File: src/rtl/serial_alu_pkg.sv
// serial_alu_pkg: shared FSM state encodings, opcode encodings and counter sizing for serial_alu_ctrl
package serial_alu_pkg;

    typedef enum logic [1:0] {
        IDLE = 2'd0,
        RUN  = 2'd1,
        DONE = 2'd2
    } state_t;

    localparam logic OP_ADD = 1'b0;
    localparam logic OP_SUB = 1'b1;

    // Bit counter must hold the value WIDTH itself so it never wraps
    function automatic int cnt_width(input int width);
        return $clog2(width + 1);
    endfunction

endpackage

File: src/rtl/serial_alu_if.sv
// serial_alu_if: operation request/result bundle; the op signal exists only when SERIAL_ALU_SUB_EN is defined
interface serial_alu_if #(
    parameter int WIDTH = 8
);
    logic             start;
`ifdef SERIAL_ALU_SUB_EN
    logic             op;
`endif
    logic [WIDTH-1:0] a;
    logic [WIDTH-1:0] b;
    logic             busy;
    logic             done;
    logic [WIDTH-1:0] result;
    logic             cout;
    logic             overflow;

`ifdef SERIAL_ALU_SUB_EN
    modport master (output start, op, a, b, input busy, done, result, cout, overflow);
    modport slave  (input start, op, a, b, output busy, done, result, cout, overflow);
`else
    modport master (output start, a, b, input busy, done, result, cout, overflow);
    modport slave  (input start, a, b, output busy, done, result, cout, overflow);
`endif
endinterface

File: src/rtl/serial_alu_bit.sv
// serial_alu_bit: combinational 1-bit full-adder cell shared across all bit positions
module serial_alu_bit (
    input  logic a_i,
    input  logic b_i,
    input  logic cin_i,
    output logic sum_o,
    output logic carry_o
);
    assign sum_o   = a_i ^ b_i ^ cin_i;
    assign carry_o = (a_i & b_i) | (cin_i & (a_i ^ b_i));
endmodule

File: src/rtl/serial_alu_ctrl.sv
// serial_alu_ctrl: bit-serial add (and subtract when SERIAL_ALU_SUB_EN is defined), LSB first, one bit per cycle
module serial_alu_ctrl
    import serial_alu_pkg::*;
#(
    parameter int WIDTH = 8
) (
    input  logic          clk,
    input  logic          rst,
    serial_alu_if.slave   alu
);
    localparam int CW = cnt_width(WIDTH);

    state_t           state_q, state_d;
    logic [WIDTH-1:0] a_q, b_q, sum_q, result_q;
    logic [CW-1:0]    cnt_q;
    logic             carry_q, cmsb_q, cout_q, ovf_q, done_q;
    logic             accept, last, b_bit, s_bit, c_bit;
`ifdef SERIAL_ALU_SUB_EN
    logic             op_q;

    assign b_bit = (op_q == OP_SUB) ? ~b_q[0] : b_q[0];
`else
    assign b_bit = b_q[0];
`endif

    serial_alu_bit u_bit (
        .a_i     (a_q[0]),
        .b_i     (b_bit),
        .cin_i   (carry_q),
        .sum_o   (s_bit),
        .carry_o (c_bit)
    );

    // Next state: start is honoured in IDLE and DONE, ignored while RUN
    always_comb begin
        last    = (cnt_q == CW'(WIDTH - 1));
        accept  = alu.start && (state_q != RUN);
        state_d = (state_q == RUN) ? (last ? DONE : RUN) : (alu.start ? RUN : IDLE);
    end

    // State register
    always_ff @(posedge clk) begin
        if (rst) state_q <= IDLE;
        else     state_q <= state_d;
    end

    // Operand capture and serial datapath; a new accept in DONE overwrites operands after the old carry is read
    always_ff @(posedge clk) begin
        if (rst) begin
            a_q     <= '0;
            b_q     <= '0;
            sum_q   <= '0;
            cnt_q   <= '0;
            carry_q <= 1'b0;
            cmsb_q  <= 1'b0;
`ifdef SERIAL_ALU_SUB_EN
            op_q    <= OP_ADD;
`endif
        end else if (accept) begin
            a_q     <= alu.a;
            b_q     <= alu.b;
            cnt_q   <= '0;
`ifdef SERIAL_ALU_SUB_EN
            op_q    <= alu.op;
            carry_q <= (alu.op == OP_SUB);
`else
            carry_q <= OP_ADD;
`endif
        end else if (state_q == RUN) begin
            a_q     <= a_q >> 1;
            b_q     <= b_q >> 1;
            sum_q   <= {s_bit, sum_q[WIDTH-1:1]};
            carry_q <= c_bit;
            cnt_q   <= cnt_q + CW'(1);
            if (last) cmsb_q <= carry_q;
        end
    end

    // Visible outputs update only when leaving DONE, so done pulses once per finished operation
    always_ff @(posedge clk) begin
        if (rst) begin
            done_q   <= 1'b0;
            result_q <= '0;
            cout_q   <= 1'b0;
            ovf_q    <= 1'b0;
        end else begin
            done_q <= (state_q == DONE);
            if (state_q == DONE) begin
                result_q <= sum_q;
                cout_q   <= carry_q;
                ovf_q    <= carry_q ^ cmsb_q;
            end
        end
    end

    assign alu.busy     = (state_q == RUN);
    assign alu.done     = done_q;
    assign alu.result   = result_q;
    assign alu.cout     = cout_q;
    assign alu.overflow = ovf_q;
endmodule

File: src/flat_wrapper.sv
// flat-port wrapper written by rule: the top's interface ports become plain ports
module serial_alu_ctrl_flat import serial_alu_pkg::*;
#(
    parameter int WIDTH = 8
)
  (clk, rst, alu_start, alu_a, alu_b, alu_busy, alu_done, alu_result, alu_cout, alu_overflow);
  serial_alu_if #(.WIDTH(WIDTH)) alu_i ();
  input  logic clk;
  input  logic rst;
  input wire logic [$bits(alu_i.start)-1:0] alu_start;
  input wire logic [$bits(alu_i.a)-1:0] alu_a;
  input wire logic [$bits(alu_i.b)-1:0] alu_b;
  output wire logic [$bits(alu_i.busy)-1:0] alu_busy;
  output wire logic [$bits(alu_i.done)-1:0] alu_done;
  output wire logic [$bits(alu_i.result)-1:0] alu_result;
  output wire logic [$bits(alu_i.cout)-1:0] alu_cout;
  output wire logic [$bits(alu_i.overflow)-1:0] alu_overflow;
  assign alu_i.start = alu_start;
  assign alu_i.a = alu_a;
  assign alu_i.b = alu_b;
  assign alu_busy = alu_i.busy;
  assign alu_done = alu_i.done;
  assign alu_result = alu_i.result;
  assign alu_cout = alu_i.cout;
  assign alu_overflow = alu_i.overflow;
  serial_alu_ctrl #(.WIDTH(WIDTH)) u_core (.clk(clk), .rst(rst), .alu(alu_i));
endmodule
File: config.mk
export PLATFORM = sky130hd
export DESIGN_NAME = serial_alu_ctrl_flat
export DESIGN_NICKNAME = d
export VERILOG_FILES = /design/src/rtl/serial_alu_pkg.sv /design/src/rtl/serial_alu_if.sv /design/src/rtl/serial_alu_bit.sv /design/src/rtl/serial_alu_ctrl.sv /design/src/flat_wrapper.sv
export SDC_FILE = /design/constraint.sdc
export NUM_CORES = 1
export LEC_CHECK = 0
export BUFFER_PORTS_ARGS = -buffer_cell sky130_fd_sc_hd__buf_4
export CAP_MARGIN = 40
export CORE_MARGIN = 4
export CORE_UTILIZATION = 54
export CTS_CLUSTER_DIAMETER = 60
export DETAILED_ROUTE_END_ITERATION = 10
export PLACE_DENSITY = 0.79
export SLEW_MARGIN = 20
export SYNTH_ARGS = -nofsm -noshare
export SYNTH_HDL_FRONTEND = slang
export SYNTH_SLANG_ARGS = --single-unit
File: constraint.sdc
create_clock -name clk -period 1.5 [get_ports clk]
set_clock_uncertainty 0.05 [all_clocks]
set_input_delay 0.15 -clock clk [delete_from_list [all_inputs] [get_ports clk]]
set_output_delay 0.15 -clock clk [all_outputs]
set_load 0.01 [all_outputs]
======== Yosys cells after proc, flatten, opt, wreduce, memory -nomap -nowiden ========
Cells that the tools add are included.
cells by class
  add/sub/neg operators ................... 1
  eq/ne operators ......................... 4
  mux-type cells .......................... 7
  bitwise logic cells ..................... 7
  reductions and logical operators ........ 5
operator list
  kind                                           number
  2-to-1 mux 8 bit                               4
  adder 4 x 1 -> 4 bit, second input constant    1
  == test 4 x 3 -> 1 bit, second input constant  1
  2-to-1 mux 2 bit                               2
  AND reduction 3 bit                            1
  bitwise XOR 1 bit                              3
  AND 1 bit                                      2
  == test 2 x 1 -> 1 bit, second input constant  1
  == test 2 bit, second input constant           1
  != test 2 x 1 -> 1 bit, second input constant  1
  AND reduction 2 bit                            1
  nonzero test 2 bit                             1
  OR reduction 2 bit                             1
  logical AND 1 bit                              1
  2-to-1 mux 1 bit                               1
  inverter 1 bit                                 1
  bitwise OR 1 bit                               1
word-level totals
  register bits ........................... 43
  input port bits ......................... 19
  output and inout bits ................... 12

======== Logic depth before layout (Yosys ltp) ========
  depth in word-level cells ............... 4
  depth in mapped cells ................... 6
  gate-level depth less buffers ........... 4

======== By module ========
A second synthesis with hierarchy kept.
second synthesis, totals
  cells, all modules ...................... 189
  area, all modules ....................... 1,711.6 sq um
modules (own cells, without submodules)
  module           times used  cells each  area each (sq um)  seq. area each (sq um)
  serial_alu_ctrl  1           188         1,691.6            860.8
  serial_alu_bit   1           1           20.0               0.0

======== Least setup slack after synthesis ========
Ideal clock, no wire load.
  path type ............................... flip-flop to flip-flop
  start ................................... register u_core.state_q[1]
  end ..................................... register u_core.cnt_q[2]
  setup time .............................. 0.079 ns
  arrival time ............................ 1.128 ns
  path slack .............................. 0.243 ns
  cell stages (with the launch flop) ...... 6
  buffers on the path ..................... 1
  clock period less this slack ............ 1.257 ns
  path through ............................ dfxtp_1 > nand2b_1 > buf_4 > inv_4 > mux2_4 > a211oi_2
between the ends
  cells in the longest elaborated chain, start to end .. 3
  elaborated cells on any way between the ends .. 4
  classes of those cells .................. 2 x eq/ne; 2 x reduce/logical
ends and longest elaborated chain
  element                       line                   text
  start, declared               serial_alu_ctrl.sv:13  state_t state_q, state_d;
  start signal, assigned        serial_alu_ctrl.sv:44  else state_q <= state_d;
  != test 2 x 1 -> 1 bit        serial_alu_ctrl.sv:37  accept = alu.start && (state_q != RUN);
  logical AND 1 bit             serial_alu_ctrl.sv:37
  OR reduction 2 bit (no line)  --
  end signal, assigned          serial_alu_ctrl.sv:74  cnt_q <= cnt_q + CW'(1);
  end, declared                 serial_alu_ctrl.sv:15  logic [CW-1:0] cnt_q;
Parallel ways exist; a longest one is shown, timed or not.
A chain may end at the register's enable or synchronous reset.

======== Worst setup path after layout ========
  start ................................... register u_core.state_q[0]
  end ..................................... output alu_busy
between the ends
  cells in the longest elaborated chain, start to end .. 1
ends and longest elaborated chain
  element                 line                   text
  == test 2 x 1 -> 1 bit  serial_alu_ctrl.sv:96  assign alu.busy = (state_q == RUN);
  end, declared           flat_wrapper.sv:13     output wire logic [$bits(alu_i.busy)-1:0] alu_busy;
No other way between the ends.

==> results by group <==
Synthesis
  – FFs w/ async S/R, synth: 0%
  – Syn. warnings: 0
  – Post-synthesis sequential area ratio: 50.29%
  – Syn Area/Cell: 9.056 µm²
  – Most frequent cell after synthesis: dfxtp_1
  – Synth top cells by count: dfxtp_1 (43), nand2_1 (36), a21oi_1 (21)
  – Synth Flop Type: dfxtp_1
  – Mapped Area: 1712 µm²
  – Synth top area share: 50.29%
  – Synth area leader: dfxtp_1
  – Largest cells by area after synthesis: dfxtp_1 (50%), mux2i_1 (9.9%), nand2_1 (7.9%)
  – EDFF count, synth: 0
  – Mapped Nets: 210
  – Post-synthesis register bit count: 43
  – Cells after Synth: 189
  – Count of different cell masters after synthesis: 25

STA
  – Fin crit period: 1.357 ns
  – Final period util: 90.45%
  – Hold WS: 0.03457 ns
  – Fmax achieved: 737.1 MHz
  – Final setup viols: 0
  – Slew @ Worst Pin: 0.4231 ns
  – RSZ-0062 raised after global routing: false
  – Worst slew margin: 71.79%
  – Final setup margin: 0.1433 ns
  – Hold Vio Cnt, Final: 0
  – Max-slew violations: 0
  – Setup TNS: 0 ns

Worst setup path
  – Delay-heaviest family, CP: flip-flops
  – Critical R2R Launch: u_core.state_q[1]$_SDFF_PP0_
  – Slowest cell delay on critical path: approximately 0.42 ns
  – CP max stage cell: dfxtp_1
  – Worst EP arrival: between 1 and 1.5 ns
  – Worst Setup SP: u_core.state_q[0]$_SDFF_PP0_
  – WP data required: 1.30 ns
  – Cells along the critical path: nand2b_4, inv_8, buf_4
  – CP endpoint kind: output port
  – Crit path kind: reg -> out
  – Crit start category: flop
  – Buf/Inv on CP: 2
  – Worst-path fanout max: 18

Layout
  – Synth-to-layout area growth: 17.84%
  – Diodes inserted: 0
  – # nets final: between 200 and 250
  – Proportion of layout cells with a drive suffix above 1: between 20% and 30%

Clock network
  – Cts hold-fix bufs: 0
  – CTS Buf Count: 5
  – Root Buffer: clkbuf_4
  – CTS tree: yes
  – Reg clk slew, reported paths: 0.13 ns
  – Cts repair resizes: 2
  – Clock Latency Late Sink: 0.35 ns
  – H-tree depth: 2
  – Clk sinks: 43
  – Postcts setup bufs: 0
  – Max Root-Sink Buffers: 2

Placed design
  – Number of port buffers: 30
  – Hpwl dp: approximately 2300 µm
  – Routability Congestion: 0.7298
  – Dpl ws: 0.1270 ns

GRT
  – Vias in the first global route: ~1400
  – Total GRT Usage: 18.07%
  – Grt ovf: 0
  – First-pass GRT wire length: 5775 µm
  – Initial antenna violation count: 0
  – Largest net degree at the start of global routing: 45

Run
  – Max Cap Viol: 0

Routing
  – Final WL: 3209 µm
  – Routed vias/inst: 5.146
  – Drt drc: 0
  – Drt first pass iters: 4
  – DRT antenna net count: 0
  – Initial detailed-routing violation count: 58
  – DR WL/cell: 12.34 µm
  – Total number of vias: 1338

Power
  – Leakage power: 0.8068 nW
  – Power consumption: 1.970 mW
  – Maximum VDD drop: 0.6982 mV
  – Pwr dens: 976.6 nW/µm²

Die
  – Num rows: 20
  – Die area: 4134 µm²
  – IO Pins: 31
  – Die Ht: 64.30 µm
  – Starting density of the core: a little under three fifths
  – Core Region: 3053 µm²
  – Die W: ~64 µm

Hold path
  – Min-delay worst type: in -> reg
  – HP Start: alu_b[7]

Run status
  – Outcome: complete, no violations
==> flip-flops by register name, summed over array words and instances, names as in the netlist <==
register             cells
u_core.a_q               8
u_core.sum_q             8
u_core.cmsb_q            1
u_core.state_q           2
u_core.alu.overflow      1
u_core.alu.done          1
u_core.carry_q           1
u_core.b_q               8
u_core.cnt_q             4
u_core.alu.result        8
u_core.alu.cout          1
==> area by class of cell <==
cell class	instances	area, µm²
Timing Repair Buffer	34	255.2
Clock buffer	5	37.54
Inverter	2	15.01
Multi-Input combinational cell	129	773.2
Fill cell	262	1036
Tap cell	44	55.05
Sequential cell	43	860.8
Clock inverter	3	20.02
==> final timing paths <==
path / endpoint / slack [ns] / depth (start not counted)
worst min-delay path: u_core.b_q[7]$_SDFFE_PP0P_ / 0.03 / 3
worst min register to register: u_core.alu.result[7]$_SDFFE_PP0P_ / 0.42 / 2
worst max-delay path: alu_busy / 0.14 / 3
worst max register to register: u_core.b_q[0]$_SDFFE_PP0P_ / 0.20 / 4
==> through the flow <==
stage               area [µm²]  util (%)  std cells
global placement          1954     64.02        253
global route              2017     66.07        260
floorplan                 1712         -        189
detailed placement        1954     64.02        253
CTS                       2009     65.82        260
finish                    2017     66.07        260
==> per-layer routing <==
metal / GRT usage (%) / routed length, µm
met2: 30.41 / 1602
met4: 6.332 / 42
met5: 0 / 0
met3: 7.030 / 164
met1: 20.77 / 1400
==> cell families (layout without fill, tap and decap cells) <==
logic type	Yosys count	after routing	synth area share, %
adders and majority gates	2	2	1.901
xor gates and xnor gates	1	1	0.5118
DFF	43	43	50.29
buffers and inverters	17	44	4.970
muxes	18	18	10.82
and+or+nand+nor	69	69	17.25
AOI/OAI and AO/OA	39	39	14.25
==> worst register-to-register path, stage by stage, from the launching register on <==
cell and delay, ns:
dfxtp_1 0.38, nand2b_4 0.20, buf_4 0.29, nor2_1 0.08, a211oi_1 0.22
==> cells in the final DEF, fill, tap and decap left out, drive strengths merged <==
cell,count
a211oi,17
a21oi,21
a31oi,1
and4b,1
buf,34
clkbuf,5
clkinv,1
clkinvlp,2
dfxtp,43
fa,1
ha,1
inv,2
mux2,1
mux2i,17
nand2,36
nand2b,5
nand3,6
nor2,16
nor2b,2
nor3,2
or3,1
xnor2,1
==> power breakdown <==
| group | internal [mW] | switching, mW | leakage (nW) |
|---|---|---|---|
| clock network | 0.179 | 0.375 | 0.0272 |
| registers | 1.19 | 0.0286 | 0.351 |
| logic | 0.0971 | 0.104 | 0.429 |
| total | 1.46 | 0.508 | 0.807 |
No activity file was read; power rests on OpenSTA's default activity.
